<file path="config.mk">
export PLATFORM = sky130hd
export DESIGN_NAME = vga_text_writer
export DESIGN_NICKNAME = d
export VERILOG_FILES = /design/src/rtl/vga_text_pkg.sv /design/src/rtl/vga_text_writer_hex_to_ascii.sv /design/src/rtl/vga_text_writer.sv
export SDC_FILE = /design/constraint.sdc
export NUM_CORES = 1
export LEC_CHECK = 0
export CAP_MARGIN = 10
export CORE_ASPECT_RATIO = 0.5
export CORE_UTILIZATION = 45
export DETAILED_ROUTE_END_ITERATION = 8
export GPL_TIMING_DRIVEN = 0
export PLACE_DENSITY = 0.67
export SYNTH_ARGS = -nofsm -noshare
export SYNTH_HDL_FRONTEND = slang
export SYNTH_HIERARCHICAL = 1
export SYNTH_SLANG_ARGS = --single-unit
</file>
<file path="constraint.sdc">
create_clock -name clk -period 6.41 [get_ports clk]
set_clock_uncertainty 0.05 [all_clocks]
set_input_delay 0.9615 -clock clk [delete_from_list [all_inputs] [get_ports clk]]
set_output_delay 0.9615 -clock clk [all_outputs]
set_load 0.005 [all_outputs]
</file>
<file path="src/rtl/vga_text_pkg.sv">
// Shared definitions for the VGA text path: screen geometry, the fill
// character and the writer FSM state type. The display stage imports the
// same geometry constants so both sides agree on the buffer layout.
package vga_text_pkg;

  localparam int TEXT_COLS  = 80;
  localparam int TEXT_ROWS  = 30;
  localparam int TEXT_CELLS = TEXT_COLS * TEXT_ROWS;

  localparam logic [7:0] CHAR_SPACE = 8'h20;

  typedef enum logic [1:0] {
    IDLE  = 2'd0,
    HEX   = 2'd1,
    CLEAR = 2'd2
  } writer_state_t;

endpackage

</file>
<file path="src/rtl/vga_text_writer_hex_to_ascii.sv">
// Nibble to uppercase ASCII hex digit: 0-9 -> '0'..'9', A-F -> 'A'..'F'.
module hex_to_ascii (
  input  logic [3:0] nibble,
  output logic [7:0] ascii
);

  // Digits and letters sit in two separate ASCII runs, so pick the base.
  always_comb begin
    if (nibble < 4'd10) begin
      ascii = 8'h30 + {4'b0000, nibble};
    end else begin
      ascii = 8'h37 + {4'b0000, nibble};
    end
  end

endmodule

</file>
<file path="src/rtl/vga_text_writer.sv">
// Command-driven writer for the VGA text buffer. Takes one command at a
// time over valid/ready and renders a 32-bit value as uppercase hex at a
// row/column, one character per clock on the wen/w_addr/w_data port.
// Define VGA_TEXT_WRITER_CLEAR_EN to build the clear-screen command, which
// fills every visible cell with a space.
module vga_text_writer
  import vga_text_pkg::*;
#(
  parameter int COLS   = TEXT_COLS,
  parameter int ROWS   = TEXT_ROWS,
  parameter int ADDR_W = 12
) (
  input  logic              clk,
  input  logic              rst,
  input  logic              req_valid,
  output logic              req_ready,
  input  logic              req_clear,
  input  logic [4:0]        req_row,
  input  logic [6:0]        req_col,
  input  logic [3:0]        req_digits,
  input  logic [31:0]       req_value,
  output logic              busy,
  output logic              wen,
  output logic [ADDR_W-1:0] w_addr,
  output logic [7:0]        w_data
);

  // Address arithmetic runs one bit wider than the buffer address so the
  // wrap compare never loses the carry.
  localparam logic [ADDR_W:0] CELLS_W = (ADDR_W+1)'(COLS * ROWS);
  localparam logic [ADDR_W:0] LAST_W  = CELLS_W - (ADDR_W+1)'(1);

  writer_state_t state, state_next;

  logic [31:0]       shift_q, shift_next;
  logic [2:0]        remain_q, remain_next;
  logic              wen_next, ready_next;
  logic [ADDR_W-1:0] addr_next;
  logic [7:0]        data_next;

  logic [3:0]        req_n;
  logic [31:0]       req_aligned;
  logic [ADDR_W:0]   start_raw, start_wrap;
  logic [ADDR_W:0]   addr_inc, addr_wrapped;
  logic [3:0]        nibble_sel;
  logic [7:0]        nibble_char;

`ifndef VGA_TEXT_WRITER_CLEAR_EN
  logic unused_clear;
  assign unused_clear = req_clear;
`endif

  // Decode the incoming command: digit count, value left-aligned so the
  // first printed nibble is always [31:28], and the wrapped start address.
  // Row <= 31 and col <= 127 keep the raw sum below twice the screen size,
  // so a single conditional subtract implements the modulo.
  always_comb begin
    req_n       = (req_digits == 4'd0 || req_digits > 4'd8) ? 4'd8 : req_digits;
    req_aligned = req_value << {4'd8 - req_n, 2'b00};
    start_raw   = (ADDR_W+1)'(req_row) * (ADDR_W+1)'(COLS) + (ADDR_W+1)'(req_col);
    start_wrap  = (start_raw >= CELLS_W) ? start_raw - CELLS_W : start_raw;
  end

  // Next write address: step by one and fold back to cell 0 past the end.
  always_comb begin
    addr_inc     = {1'b0, w_addr} + (ADDR_W+1)'(1);
    addr_wrapped = (addr_inc >= CELLS_W) ? '0 : addr_inc;
  end

  // The first character comes straight from the request; later ones from
  // the shift register holding the not-yet-printed nibbles.
  always_comb begin
    nibble_sel = (state == IDLE) ? req_aligned[31:28] : shift_q[31:28];
  end

  hex_to_ascii u_hex_to_ascii (
    .nibble (nibble_sel),
    .ascii  (nibble_char)
  );

  // Next-state and next-output logic; outputs are registered below so the
  // first character appears the cycle after the handshake.
  always_comb begin
    state_next  = state;
    wen_next    = 1'b0;
    ready_next  = 1'b0;
    addr_next   = w_addr;
    data_next   = w_data;
    shift_next  = shift_q;
    remain_next = remain_q;
    case (state)
      IDLE: begin
        ready_next = 1'b1;
        if (req_valid) begin
          ready_next  = 1'b0;
          wen_next    = 1'b1;
          state_next  = HEX;
          addr_next   = start_wrap[ADDR_W-1:0];
          data_next   = nibble_char;
          shift_next  = req_aligned << 4;
          remain_next = 3'(req_n - 4'd1);
`ifdef VGA_TEXT_WRITER_CLEAR_EN
          if (req_clear) begin
            state_next = CLEAR;
            addr_next  = '0;
            data_next  = CHAR_SPACE;
          end
`endif
        end
      end
      HEX: begin
        if (remain_q == 3'd0) begin
          state_next = IDLE;
          ready_next = 1'b1;
        end else begin
          wen_next    = 1'b1;
          addr_next   = addr_wrapped[ADDR_W-1:0];
          data_next   = nibble_char;
          shift_next  = shift_q << 4;
          remain_next = remain_q - 3'd1;
        end
      end
`ifdef VGA_TEXT_WRITER_CLEAR_EN
      CLEAR: begin
        if ({1'b0, w_addr} == LAST_W) begin
          state_next = IDLE;
          ready_next = 1'b1;
        end else begin
          wen_next  = 1'b1;
          addr_next = addr_inc[ADDR_W-1:0];
          data_next = CHAR_SPACE;
        end
      end
`endif
      default: begin
        state_next = IDLE;
        ready_next = 1'b1;
      end
    endcase
  end

  // FSM state register.
  always_ff @(posedge clk) begin
    if (rst) begin
      state <= IDLE;
    end else begin
      state <= state_next;
    end
  end

  // Output and datapath registers; reset aborts any command in flight.
  always_ff @(posedge clk) begin
    if (rst) begin
      wen       <= 1'b0;
      w_addr    <= '0;
      w_data    <= 8'h00;
      req_ready <= 1'b1;
      busy      <= 1'b0;
      shift_q   <= 32'h0;
      remain_q  <= 3'd0;
    end else begin
      wen       <= wen_next;
      w_addr    <= addr_next;
      w_data    <= data_next;
      req_ready <= ready_next;
      busy      <= ~ready_next;
      shift_q   <= shift_next;
      remain_q  <= remain_next;
    end
  end

endmodule
</file>
Yosys cells after proc, flatten, opt, wreduce, memory -nomap -nowiden
Index checks and enable logic that the tools add are counted.
- logic and storage cells: 60
- input bits: 52
- bits in writable memories: 0
- memories kept: 0
- bits in registers: 60
- output and inout bits: 23
- memory bits (read-only): 0
- latch bits: 0
- bitwise operators: 1
- reduce and logical (&&, ||, !) cells: 7
- div/mod/pow operators: 0
- multiplexer cells: 26
- eq/ne operators: 4
- shift operators: 1
- $mul: 1
- $lt $le $gt $ge: 4
- add/sub/neg operators: 8
- operator list (kind ; number):
    $mux 32 ; 2
    $pmux 32 s2 ; 1
    $mux 12 ; 4
    $shl 32x6->32 ; 1
    $ge 13x12->1 const B ; 2
    $mux 8 ; 3
    $pmux 12 s2 ; 1
    $pmux 8 s2 ; 1
    $add 6x4->7 const A ; 2
    $add 12x1->13 const B ; 1
    $add 12x7->13 ; 1
    $sub 12x12->12 const B ; 1
    $mul 5x3->8 const B ; 1
    $mux 4 ; 2
    $mux 3 ; 2
    $ne 2x2->1 const B ; 3
    $pmux 3 s2 ; 1
    $sub 3x1->3 const B ; 2
    $gt 4x4->1 const B ; 1
    $logic_not 4->1 ; 1
    $lt 4x4->1 const B ; 1
    $mux 1 ; 4
    $mux 2 ; 2
    $pmux 1 s2 ; 2
    other kinds (10) ; 10

Logic depth before layout (Yosys ltp)
- depth in word-level cells: 10
- depth in mapped cells: 17

By module
The synthesis kept the hierarchy.
- modules (own cells, without submodules) (module ; times used ; sequential area each (um^2) ; area each (um^2) ; cells an instance):
    vga_text_writer ; 1 ; 1081.0 ; 4244.1 ; 555
    hex_to_ascii ; 1 ; 0.0 ; 105.1 ; 16

Worst setup path before layout
Ideal clock, no wire load.
- kind: input port to flip-flop
- start point: input port req_digits[0]
- end point: register w_data[2]
- setup time: 0.132 ns
- stages on the path: 16
- buffers on the path: 4
- data arrival time: 4.063 ns
- path slack: 2.164 ns
- path through: nor2b_1 buf_4 inv_1 clkbuf_1 ha_1 clkbuf_1 clkbuf_1 mux2i_1 a21oi_1 o21ai_0 inv_1 ha_1 nand2_2 mux2_1 nand2_1 a21oi_1
- word-level cells in the longest chain between the ends: 10
- elaborated cells between the ends (all ways): 14
- ends and longest elaborated chain (what ; line ; source):
    start: declaration ; vga_text_writer.sv:20 ; input logic [3:0] req_digits,
    $gt 4x4->1 / $logic_not 4->1 (equally long branches) ; vga_text_writer.sv:58 ; req_n = (req_digits == 4'd0 || req_digits > 4'd8) ? 4'd8 : req_digits;
    $logic_or 1x1->1 ; vga_text_writer.sv:58 ;
    $mux 4 * ; vga_text_writer.sv:58 ;
    $sub 4x4->4 * ; vga_text_writer.sv:59 ; req_aligned = req_value << {4'd8 - req_n, 2'b00};
    $shl 32x6->32 * ; vga_text_writer.sv:59 ;
    $mux 4 * ; vga_text_writer.sv:73 ; nibble_sel = (state == IDLE) ? req_aligned[31:28] : shift_q[31:28];
    named net nibble_sel[1] ; vga_text_writer.sv:45 ; logic [3:0] nibble_sel;
    $add 6x4->7, or another cell as far along ; vga_text_writer_hex_to_ascii.sv:12 ; ascii = 8'h37 + {4'b0000, nibble};
    $mux 8 * ; vga_text_writer_hex_to_ascii.sv:9 ; if (nibble < 4'd10) begin
    $mux 8, on equally long branches ; vga_text_writer.sv:112, vga_text_writer.sv:94 ;
    $pmux 8 s2 * ; vga_text_writer.sv:91 ; case (state)
    named net data_next[2] ; vga_text_writer.sv:39 ; logic [7:0] data_next;
    end signal: assignment ; vga_text_writer.sv:164 ; w_data <= data_next;
    end: declaration ; vga_text_writer.sv:25 ; output logic [7:0] w_data
Mark *: on every way through the listed nets, which the timed path passes. The rest lies on a longest branch. The select of a mux whose other input is x is not followed.
A chain may end at the register's enable or synchronous reset.

Worst setup path in the final report
- start point: input port req_digits[3]
- end point: register w_data[2]
Same word-level chain as after synthesis.

==> results <==
- In the routed layout, each cell is associated on average with a via count of 5.77.
- The starting density of the core is 0.481.
- The die width is 141 µm.
- After clock tree synthesis, the repair step resized 0 gates.
- For the worst-skew pair, the clock arrives at the later sink with an insertion delay of 0.29 ns.
- TritonCTS built the clock tree.
- The average size of a mapped cell is 7.62 µm².
- The combinational family with the most area after synthesis is simple AND/OR/NAND/NOR gates.
- Across all setup checks in the final design, the least slack found is 0.999 ns.
- The biggest fanout along the worst timing path is 10.
- For this run, asynchronously set or reset flops after synthesis account for 0.
- Of the post-synthesis cell area, the dominant cell type holds 0.249.
- Of the total synthesized cell area, the portion taken by AND, OR, NAND and NOR gates is 0.267.
- The maximum level of the CTS H-tree is 2.
- Of the total synthesized cell area, the portion taken by full adders, half adders and majority gates is 0.0495.
- The number of clock sinks is 54.
- In this run the core area contains 24 standard-cell rows.
- For the pin with the worst max-slew slack, the measured transition is 0.758 ns.
- Among all flip-flop cells after synthesis, the most frequent one is dfxtp_1.
- The achievable frequency is 185 MHz.
- For this block, the routed nets add up to 12500 µm of wire.
- The number of clock buffers inserted by TritonCTS is 5.
- The synthesized design contains 0 enable-type register cells.
- Once placement finished, the instance area stood at 0.00524 mm².
- The total count of hold-check failures in the final report is 0.
- The complex-gate fraction of the synthesized area is 0.255.
- The post-placement worst setup slack is 0.781 ns.
- The critical path launch point type is an input port.
- The final design area excluding fillers is 0.00539 mm².
- After synthesis, the share of cell area in mux cells is 0.0846.
- The worst path in the final design needs a cycle of 5.41 ns, including I/O delays and setup.
- The flow ran to the end, and the final reports show no timing, DRC or antenna violations.
- Summing internal, switching and leakage power gives 1.20 mW.
- After detailed routing, the average wire length per cell comes to 16.0 µm.
- The first-iteration detailed-routing DRC count is 421.
- After clock tree synthesis, the setup repair step added 0 buffers.
- The post-synthesis sequential area ratio is 0.249.
- The share of cells above drive strength 1 is 0.0782.
- 75 I/O pins were placed.
- The total number of yosys warnings is 6.
- The largest area contributor in the netlist is dfxtp_1.
- The placed wire-length estimate after detailed placement is 9800 µm.
- The number of nets in the synthesized netlist is 639.
- The class of the most critical setup path is input port to flip-flop.
- The number of setup violations in the final report is 0.
- Setup repair after global routing left no endpoint under its margin.
- The xor-xnor portion of the synthesized cell area is 0.0311.
- Clock-pin slew was measured on the worst setup and hold paths at 0.07 ns.
- In this run, distinct cell masters in the synthesized netlist total 83.
- The number of I/O port buffers is 73.
- In this run the tightest slew margin relative to its limit is 0.489.
- The number of instances in the synthesized netlist is 571.
- The root buffer cell is clkbuf_16.
- The area of the die is 0.0101 mm².
- The layout overhead on the synthesized area is 23.9%.
- The first global-routing pass estimated 20900 µm of wire.
- The commonest cells after synthesis are nand2_1, a21oi_1, dfxtp_1, nor2_1, mux2i_1.
- In this run, placement finished with an instance count of 774.
- The worst setup path is captured at a flip-flop.
- The pin count of the biggest net entering global routing is 18.
- The DRC violations left is 0.
- The count of nets left with antenna violations once routing finished came out at 0.
- The number of maximum-capacitance violations is 0.
- In the final design database the tool counted 719 nets.
- The worst hold slack is 0.404 ns.
- The first TritonRoute pass finished after 5 iterations.
- Summed over all layers, the global routing overflow is 0.
- Adding up every negative setup slack in the final design gives 0 ns.
- The die is 71.5 µm tall.
- The last weighted congestion value of the routability-driven placer is 0.926.
- The synthesized area is 0.00435 mm².
- The largest buffer count on any clock path is 2.
- Across every metal layer, demand over resource in global routing totals 0.260.
- The leakage component of the power is 1.97 nW.
- The number of antenna violations at the first check in global routing is 0.
- By area the synthesized netlist is led by dfxtp_1, nand2_1, mux2i_1.
- Across the VDD grid, the largest voltage drop is 118 µV.
- After filler insertion, the fill cell instance count of the layout stands at 863.
- The worst register-to-register path has a setup slack of 3.55 ns.
- For this design the ratio of total power to cell area is 223 mW/mm².
- For the worst setup path, the data required time is 6.52 ns.
- Of the available clock period, the critical path in the final layout requires 0.844.
- The antenna diode instance count is 0.
- Data arrives at the worst endpoint at 5.52 ns.
- The final cell utilization of the core is 0.596.
- The post-synthesis sequential element count is 54.
- The via count is 4516.
- The quantity of hold-fixing buffers added after cts is 0.
- The placeable core region is 0.00904 mm².
- The path class of the tightest hold or removal check is flip-flop to flip-flop.
- Among all cell types in the netlist, the one instantiated most often is nand2_1.
- The number of pins exceeding their max-slew limit in the final report was 0.
- The count of cells in the finished layout, fillers not included, comes to 782.
- The number of global-route vias before repair was 4164.
## metal layers
metal,vias to the layer above,share of wire,GRT usage
li1,2247,-,-
met1,2109,0.51,0.377
met2,148,0.42,0.411
met3,12,0.052,0.0428
met4,0,0.011,0.0495
met5,-,0,0
## cell usage in the layout, fill, tap and decap left out, types with 6 or more instances in the layout
cell             synthesis  layout
nor2b_1                  7       7
a21oi_1                 55      55
clkbuf_1                27      27
a211oi_1                14      14
mux2i_1                 30      30
nor4_1                   6       6
a221oi_1                 8       8
nor2_1                  38      38
o211ai_1                18      18
clkdlybuf4s50_1          0      73
nand3_1                 26      26
nand2b_1                 9       9
dfxtp_1                 54      54
nand2_1                 85      85
o21ai_0                 21      21
xnor2_1                  6       6
buf_4                    8       8
ha_1                    14      14
nor3_1                  23      23
inv_1                   15      15
## report_power, final
group	internal, mW	total, mW	switching, mW	leakage [nW]
sequential	0.381	0.415	0.0341	0.445
combinational	0.225	0.518	0.293	1.45
clock	0.145	0.270	0.125	0.0698
total	0.751	1.20	0.452	1.97
## cell type report
type	instances	area, µm²	area share
buffer	44	216	0.0402
clock buffer	5	125	0.0232
clock inverter	3	21.3	0.00395
inverter	16	60.1	0.0111
multi-input combinational	457	2990	0.555
sequential	54	1080	0.201
tap	130	163	0.0302
timing repair buffer	73	731	0.136
## path summary, 6_finish.rpt
path / startpoint / end / cells after the start
setup / recovery: req_digits[3] / w_data[2] / 17
hold / removal: shift_q[7] / shift_q[7] / 2
setup reg to reg: state[0] / w_data[2] / 11
hold reg to reg: shift_q[7] / shift_q[7] / 2
## flip-flops by register name, summed over array words and instances (netlist names)
signal     flops
busy           1
state          1
req_ready      1
w_data         8
shift_q       28
w_addr        12
remain_q       3
## cell families after synthesis
family          after synthesis
simple gates                231
compound gates              163
buf+inv                      60
flops                        54
mux                          34
fa+ha+maj                    16
xor+xnor                     12
other cells                   1
## worst max-delay path: stages
cell and delay, ns:
clkdlybuf4s50_1 0.48, nor2b_1 0.28, buf_4 0.27, inv_1 0.10, clkbuf_1 0.28, ha_1 0.44
clkbuf_1 0.40, clkbuf_1 0.49, mux2i_1 0.31, a21oi_1 0.13, o21ai_0 0.53, inv_1 0.09
ha_1 0.22, nand2_2 0.07, mux2_1 0.32, nand2_1 0.06, a21oi_1 0.06
(Power assumes the default switching activity.)
==> variant 1 (same settings) <==
Re-encode `writer_state_t` (3 states) as one-hot, 3 bits wide.
--- a/src/rtl/vga_text_pkg.sv
+++ b/src/rtl/vga_text_pkg.sv
@@ -11,6 +11,6 @@
 
-  typedef enum logic [1:0] {
-    IDLE  = 2'd0,
-    HEX   = 2'd1,
-    CLEAR = 2'd2
+  typedef enum logic [2:0] {
+    IDLE  = 3'b001,
+    HEX   = 3'b010,
+    CLEAR = 3'b100
   } writer_state_t;
Formal check against the unedited RTL: same outputs for any inputs over 10 cycles, from zero or initial values and one cycle with rst high; not proved beyond that.
==> variant 1 against the original RTL <==
Synthesized cell count fell by 4.6%. Critical path depth rose by 1. Cell count fell by 5.2%. Register-to-register slack improved by 170 ps. Power rose by 12%. Routed wire length rose by 1.6%. Final area fell by 0.95%. Sequential cell count rose by 2. Worst setup slack improved by 140 ps. Synthesized area fell by 1.5%. Utilization fell by 0.17 points. Sequential share of layout area rose by 0.94 points.
==> variant 1: results (changes against the original RTL) <==
[power]
p_leak_nw=1.98  ; +0.49%
peakVddDrop_uv=119  ; +0.39%

[synth]
yosysWarnings=6  ; unchanged
synth-compound-area-share=0.280  ; +0.0251
synth_ff_type=dfxtp_1
synth_top_cells_by_count=nand2_1 (60), dfxtp_1 (56), a21oi_1 (54)
syn_nets=615  ; -3.8%
synth_mux_area_frac=0.0987  ; +0.0141
synth_fa_ha_area_frac=0.0561  ; +0.00658
synthXorXnorAreaFrac=0.0380  ; +0.00689
ys_types=67  ; -19%
ys_seq_area_frac=0.262  ; +0.0130
synth_area_leaders=dfxtp_1 (26%), mux2i_1 (7.2%), a21oi_1 (6.3%), nand2_1 (5.3%), ha_1 (4.7%)

[clocking]
clockBufferDepth=2  ; unchanged
clkSlewWorstSetupHoldPaths_ps=70  ; about the same
cts_root_buffer=clkbuf_16
cts_htree_levels=2  ; unchanged
post_cts_resized=0  ; unchanged
cts_buffers=5  ; unchanged

[global_route]
grt_usage=0.261  ; +0.000469
grt_pass1_vias=4088  ; -1.8%
grt_max_degree=17  ; -1
overflow=0  ; unchanged
grt_pass1_wl_um=20400  ; -2.1%

[placed_design]
pre_cts_slack_ps=921  ; +140 ps
io_buffers=72  ; -1.4%
gp_congestion=0.908  ; -1.9%
hpwl_um=9760  ; -0.34%

[cells_and_area]
design.final.nets=694  ; -3.5%
drive_gt1_frac=0.0673  ; -0.0109

[route]
drtIter0Drc=310  ; -26%
wl_per_cell_um=17.1  ; +7.2%
dr.pass1.iters=5  ; unchanged
vias_per_cell=5.87  ; +1.7%

[critical_path]
crit_path_top_delay_cell=buf_1
worst-path-max-fanout=10  ; unchanged
cp_slowest_stage_delay_ps=490  ; -40 ps
critPathTopFamily=buffers and inverters
reg2regPathDepth=7  ; -4

[flow_run]
maxCapViolations=0  ; unchanged

[worst_hold_path]
hold-path-cell-count=2  ; unchanged
hold_class=flop to flop

[outcome]
outcome=finished, final reports clean

[timing]
max-slew-margin-rel=0.547  ; +0.0576

[variant 1: changes by cell type in the layout (fill, tap and decap cells not counted), sizes merged, moves of 4 or more]
cell	before	now
nand3	26	7
nor2	39	46
nand2b	9	5
a211oi	16	28
nor3	26	16
inv	16	22
o211ai	20	9
nand2	86	62
and2	6	12
[variant 1: layout make-up]
class                   instances  area [um^2]
repair buffers                 72          721
plain buffers                  43          181
multi-input cells             424         2900
well taps                     117          146
fillers                       859         3640
clock inverters                 2         60.1
inverters                      22         82.6
flip-flops and latches         56         1120
clock buffers                   5          125
[variant 1: report_power, final]
part	total, mW	internal (mW)	switching [mW]
clock network	0.350	0.222	0.128
logic	0.553	0.241	0.312
registers	0.440	0.402	0.0383
total	1.34	0.865	0.478
[variant 1: tightest hold or removal path, cell delays in order (launching register included)]
cell and delay, ps:
dfxtp_1 310, nand2_1 50, a21oi_1 50
[variant 1: path summary, 6_finish.rpt]
path | endpoint | start | slack [ps]
setup reg to reg | shift_q[19]$_SDFFE_PP0P_ | state[0]$_SDFFE_PP1P_ | 3720
hold / removal | w_data[2]$_SDFFE_PP0P_ | w_data[2]$_SDFFE_PP0P_ | 400
hold reg to reg | w_data[2]$_SDFFE_PP0P_ | w_data[2]$_SDFFE_PP0P_ | 400
setup / recovery | w_data[2]$_SDFFE_PP0P_ | req_digits[0] | 1140
[variant 1: stage by stage]
stage | area, um^2 | std cells | util
4_1_cts | 5340 | 741 | 0.594
6_report | 5340 | 741 | 0.594
2_1_floorplan | 4290 | 545 | -
5_1_grt | 5340 | 741 | 0.594
3_5_place_dp | 5150 | 734 | 0.574
3_3_place_gp | 5150 | 734 | 0.574
[variant 1: metal layers]
metal / GRT usage / vias up / routed length [um]
met4: 0.0720 / 0 / 127
met1: 0.350 / 2037 / 5980
met3: 0.0487 / 14 / 792
li1: - / 2152 / -
met5: 0 / - / 0
met2: 0.432 / 147 / 5780
[variant 1: logic make-up after synthesis]
family                   after synthesis
AO/OA/AOI/OAI                        169
other                                  1
AND/OR/NAND/NOR                      182
buffers and inverters                 65
XOR/XNOR                              17
flip-flops                            56
adder cells (fa/ha/maj)               18
multiplexers                          37
==> variant 2 (config.mk and constraints unchanged) <==
Without the edit above. Set the parameter `ADDR_W` to 14 (it was 12).
--- a/src/rtl/vga_text_writer.sv
+++ b/src/rtl/vga_text_writer.sv
@@ -10,3 +10,3 @@
   parameter int ROWS   = TEXT_ROWS,
-  parameter int ADDR_W = 12
+  parameter int ADDR_W = 14
 ) (
Interface: changed (resized w_addr); port bits go from 75 to 77. No check against the original RTL was run, so the function may have changed too.
==> variant 2 against the original RTL <==
Final area shrank 5.1%. Worst setup slack better by 550 ps. Largest power group unchanged. Clock power is 4% higher. Synthesized area decreased by 6.4%. Power shrank 8.1%. Critical path depth is 2 lower. Worst hold slack got worse by 8.0 ps. Sequential cell count grew 2. Via count shrank 8.8%. Routed wire length decreased by 8.9%.
==> variant 2: results (changes against the original RTL) <==
[placed_design]
gp_congestion=0.904  ; -2.4%
io_buffers=75  ; +2.7%
hpwl_um=8890  ; -9.2%

[synth]
syn_nets=612  ; -4.2%
synthXorXnorAreaFrac=0.0369  ; +0.00581
yosysWarnings=6  ; unchanged
synth_mux_area_frac=0.0873  ; +0.00270
ys_types=58  ; -30%
synth_fa_ha_area_frac=0.0529  ; +0.00338
ys_seq_area_frac=0.275  ; +0.0268
synth_top_cells_by_count=nand2_1 (107), dfxtp_1 (56), a21oi_1 (47)
synth-compound-area-share=0.246  ; -0.00871
synth_area_leaders=dfxtp_1 (28%), nand2_1 (9.9%), mux2i_1 (7.6%), a21oi_1 (5.8%), ha_1 (4.3%)
async_reset_ff_frac=0  ; unchanged

[timing]
max-slew-margin-rel=0.335  ; -0.154
fin_setup_tns_ps=0  ; unchanged
setup_violations=0  ; unchanged

[clocking]
clkSlewWorstSetupHoldPaths_ps=80
post_cts_resized=0  ; unchanged
clockBufferDepth=2  ; unchanged
cts_root_buffer=clkbuf_16
cts_buffers=5  ; unchanged
clk_latency_ps=300

[cells_and_area]
largest_register_ffs=28  ; unchanged
fill_cells=855  ; -0.93%
drive_gt1_frac=0.0351  ; -0.0431
reg_top3=shift_q: 28 flops, w_addr: 14 flops, w_data: 8 flops
design.final.nets=694  ; -3.5%

[global_route]
grt_use_met3=0.0358  ; -0.00696
grt_use_met1=0.355  ; -0.0213
grt_pass1_vias=3699  ; -11%
overflow=0  ; unchanged
grt_max_degree=19  ; +1
met2_usage=0.371  ; -0.0402
grt_pass1_wl_um=18100  ; -13%
grt_usage=0.243  ; -0.0173

[route]
wl_per_cell_um=15.3  ; -4.2%
drtIter0Drc=260  ; -38%
ant_nets=0  ; unchanged
dr.pass1.iters=5  ; unchanged
vias_per_cell=5.53  ; -4.2%

[critical_path]
arrival_ps=4980  ; -540 ps
critPathTopFamily=buffers and inverters
cp_slowest_stage_delay_ps=600  ; +70 ps

[power]
switchingPower_uw=394  ; -13%
peakVddDrop_uv=155  ; +31%
p_leak_nw=1.99  ; +0.81%

[outcome]
outcome=finished, final reports clean

[worst_hold_path]
hold_class=flop to flop

==> variant 2: changes by cell type after synthesis, sizes merged, moves of 8 or more <==
cell	unedited run	this run
nand2	86	109
a221o	0	9
nand3	26	15
nor2	39	20
a21oi	55	47
o211ai	20	7
a221oi	8	0
a211oi	16	7
nor3	26	15
==> variant 2: power groups by stage <==
| stage | Combinational [mW] | Clock (mW) | Sequential, mW |
|---|---|---|---|
| final | 0.415 | 0.282 | 0.409 |
| after global routing | 0.460 | 0.300 | 0.413 |
| after CTS | 0.412 | 0.284 | 0.409 |
| after detailed placement | 0.410 | 0 | 0.417 |
| after global placement | 0.407 | 0 | 0.416 |
| after floorplan | 0.267 | 0 | 0.412 |
==> variant 2: per-stage QoR <==
stage	std cells	area (um^2)	hold WS, ps	utilization	setup WS, ps
6_report	744	5110	396	0.585	1540
5_1_grt	744	5110	415	0.585	1030
4_1_cts	744	5110	397	0.585	1570
3_5_place_dp	736	4970	386	0.569	1260
3_3_place_gp	736	4970	378	0.569	1300
2_1_floorplan	544	4070	366	-	2380
==> variant 2: kinds of logic after synthesis <==
kind of cell	after synthesis
other cells	1
flops	56
buf+inv	61
mux	34
fa+ha+maj	16
xor+xnor	14
simple gates	210
compound gates	152
==> variant 2: final timing paths <==
check                            from                  endpoint  slack (ps)  cells after the start
max reg2reg     state[0]$_SDFFE_PP0P_    w_data[2]$_SDFFE_PP0P_        3750                     11
min reg2reg  shift_q[13]$_SDFFE_PP0P_  shift_q[17]$_SDFFE_PP0P_         400                      2
max                     req_digits[0]    w_data[2]$_SDFFE_PP0P_        1540                     15
min          shift_q[13]$_SDFFE_PP0P_  shift_q[17]$_SDFFE_PP0P_         400                      2
==> variant 2: final cells by class <==
| cell class | count | area (um^2) | area share |
|---|---|---|---|
| inverter | 21 | 78.8 | 0.0154 |
| sequential | 56 | 1120 | 0.219 |
| multi-input combinational | 427 | 2710 | 0.529 |
| buffer | 40 | 164 | 0.0320 |
| clock buffer | 5 | 125 | 0.0245 |
| timing repair buffer | 75 | 751 | 0.147 |
| clock inverter | 3 | 21.3 | 0.00416 |
| tap | 117 | 146 | 0.0286 |
==> variant 2: routing by layer <==
metal / part of all wire / vias to the layer above
met2: 0.43 / 112
met5: 0 / -
met4: 0.0089 / 0
met1: 0.52 / 1880
met3: 0.043 / 9
li1: - / 2117
==> variant 2: worst register-to-register path, stage by stage, from the launching register on <==
cell      delay, ps
dfxtp_1         350
clkbuf_1        340
clkbuf_1        340
clkbuf_1        320
nand2_1          80
o21ai_0         230
inv_1            90
ha_1            220
nand2_2          70
mux2_1          320
nand2_1          60
a21oi_1          60
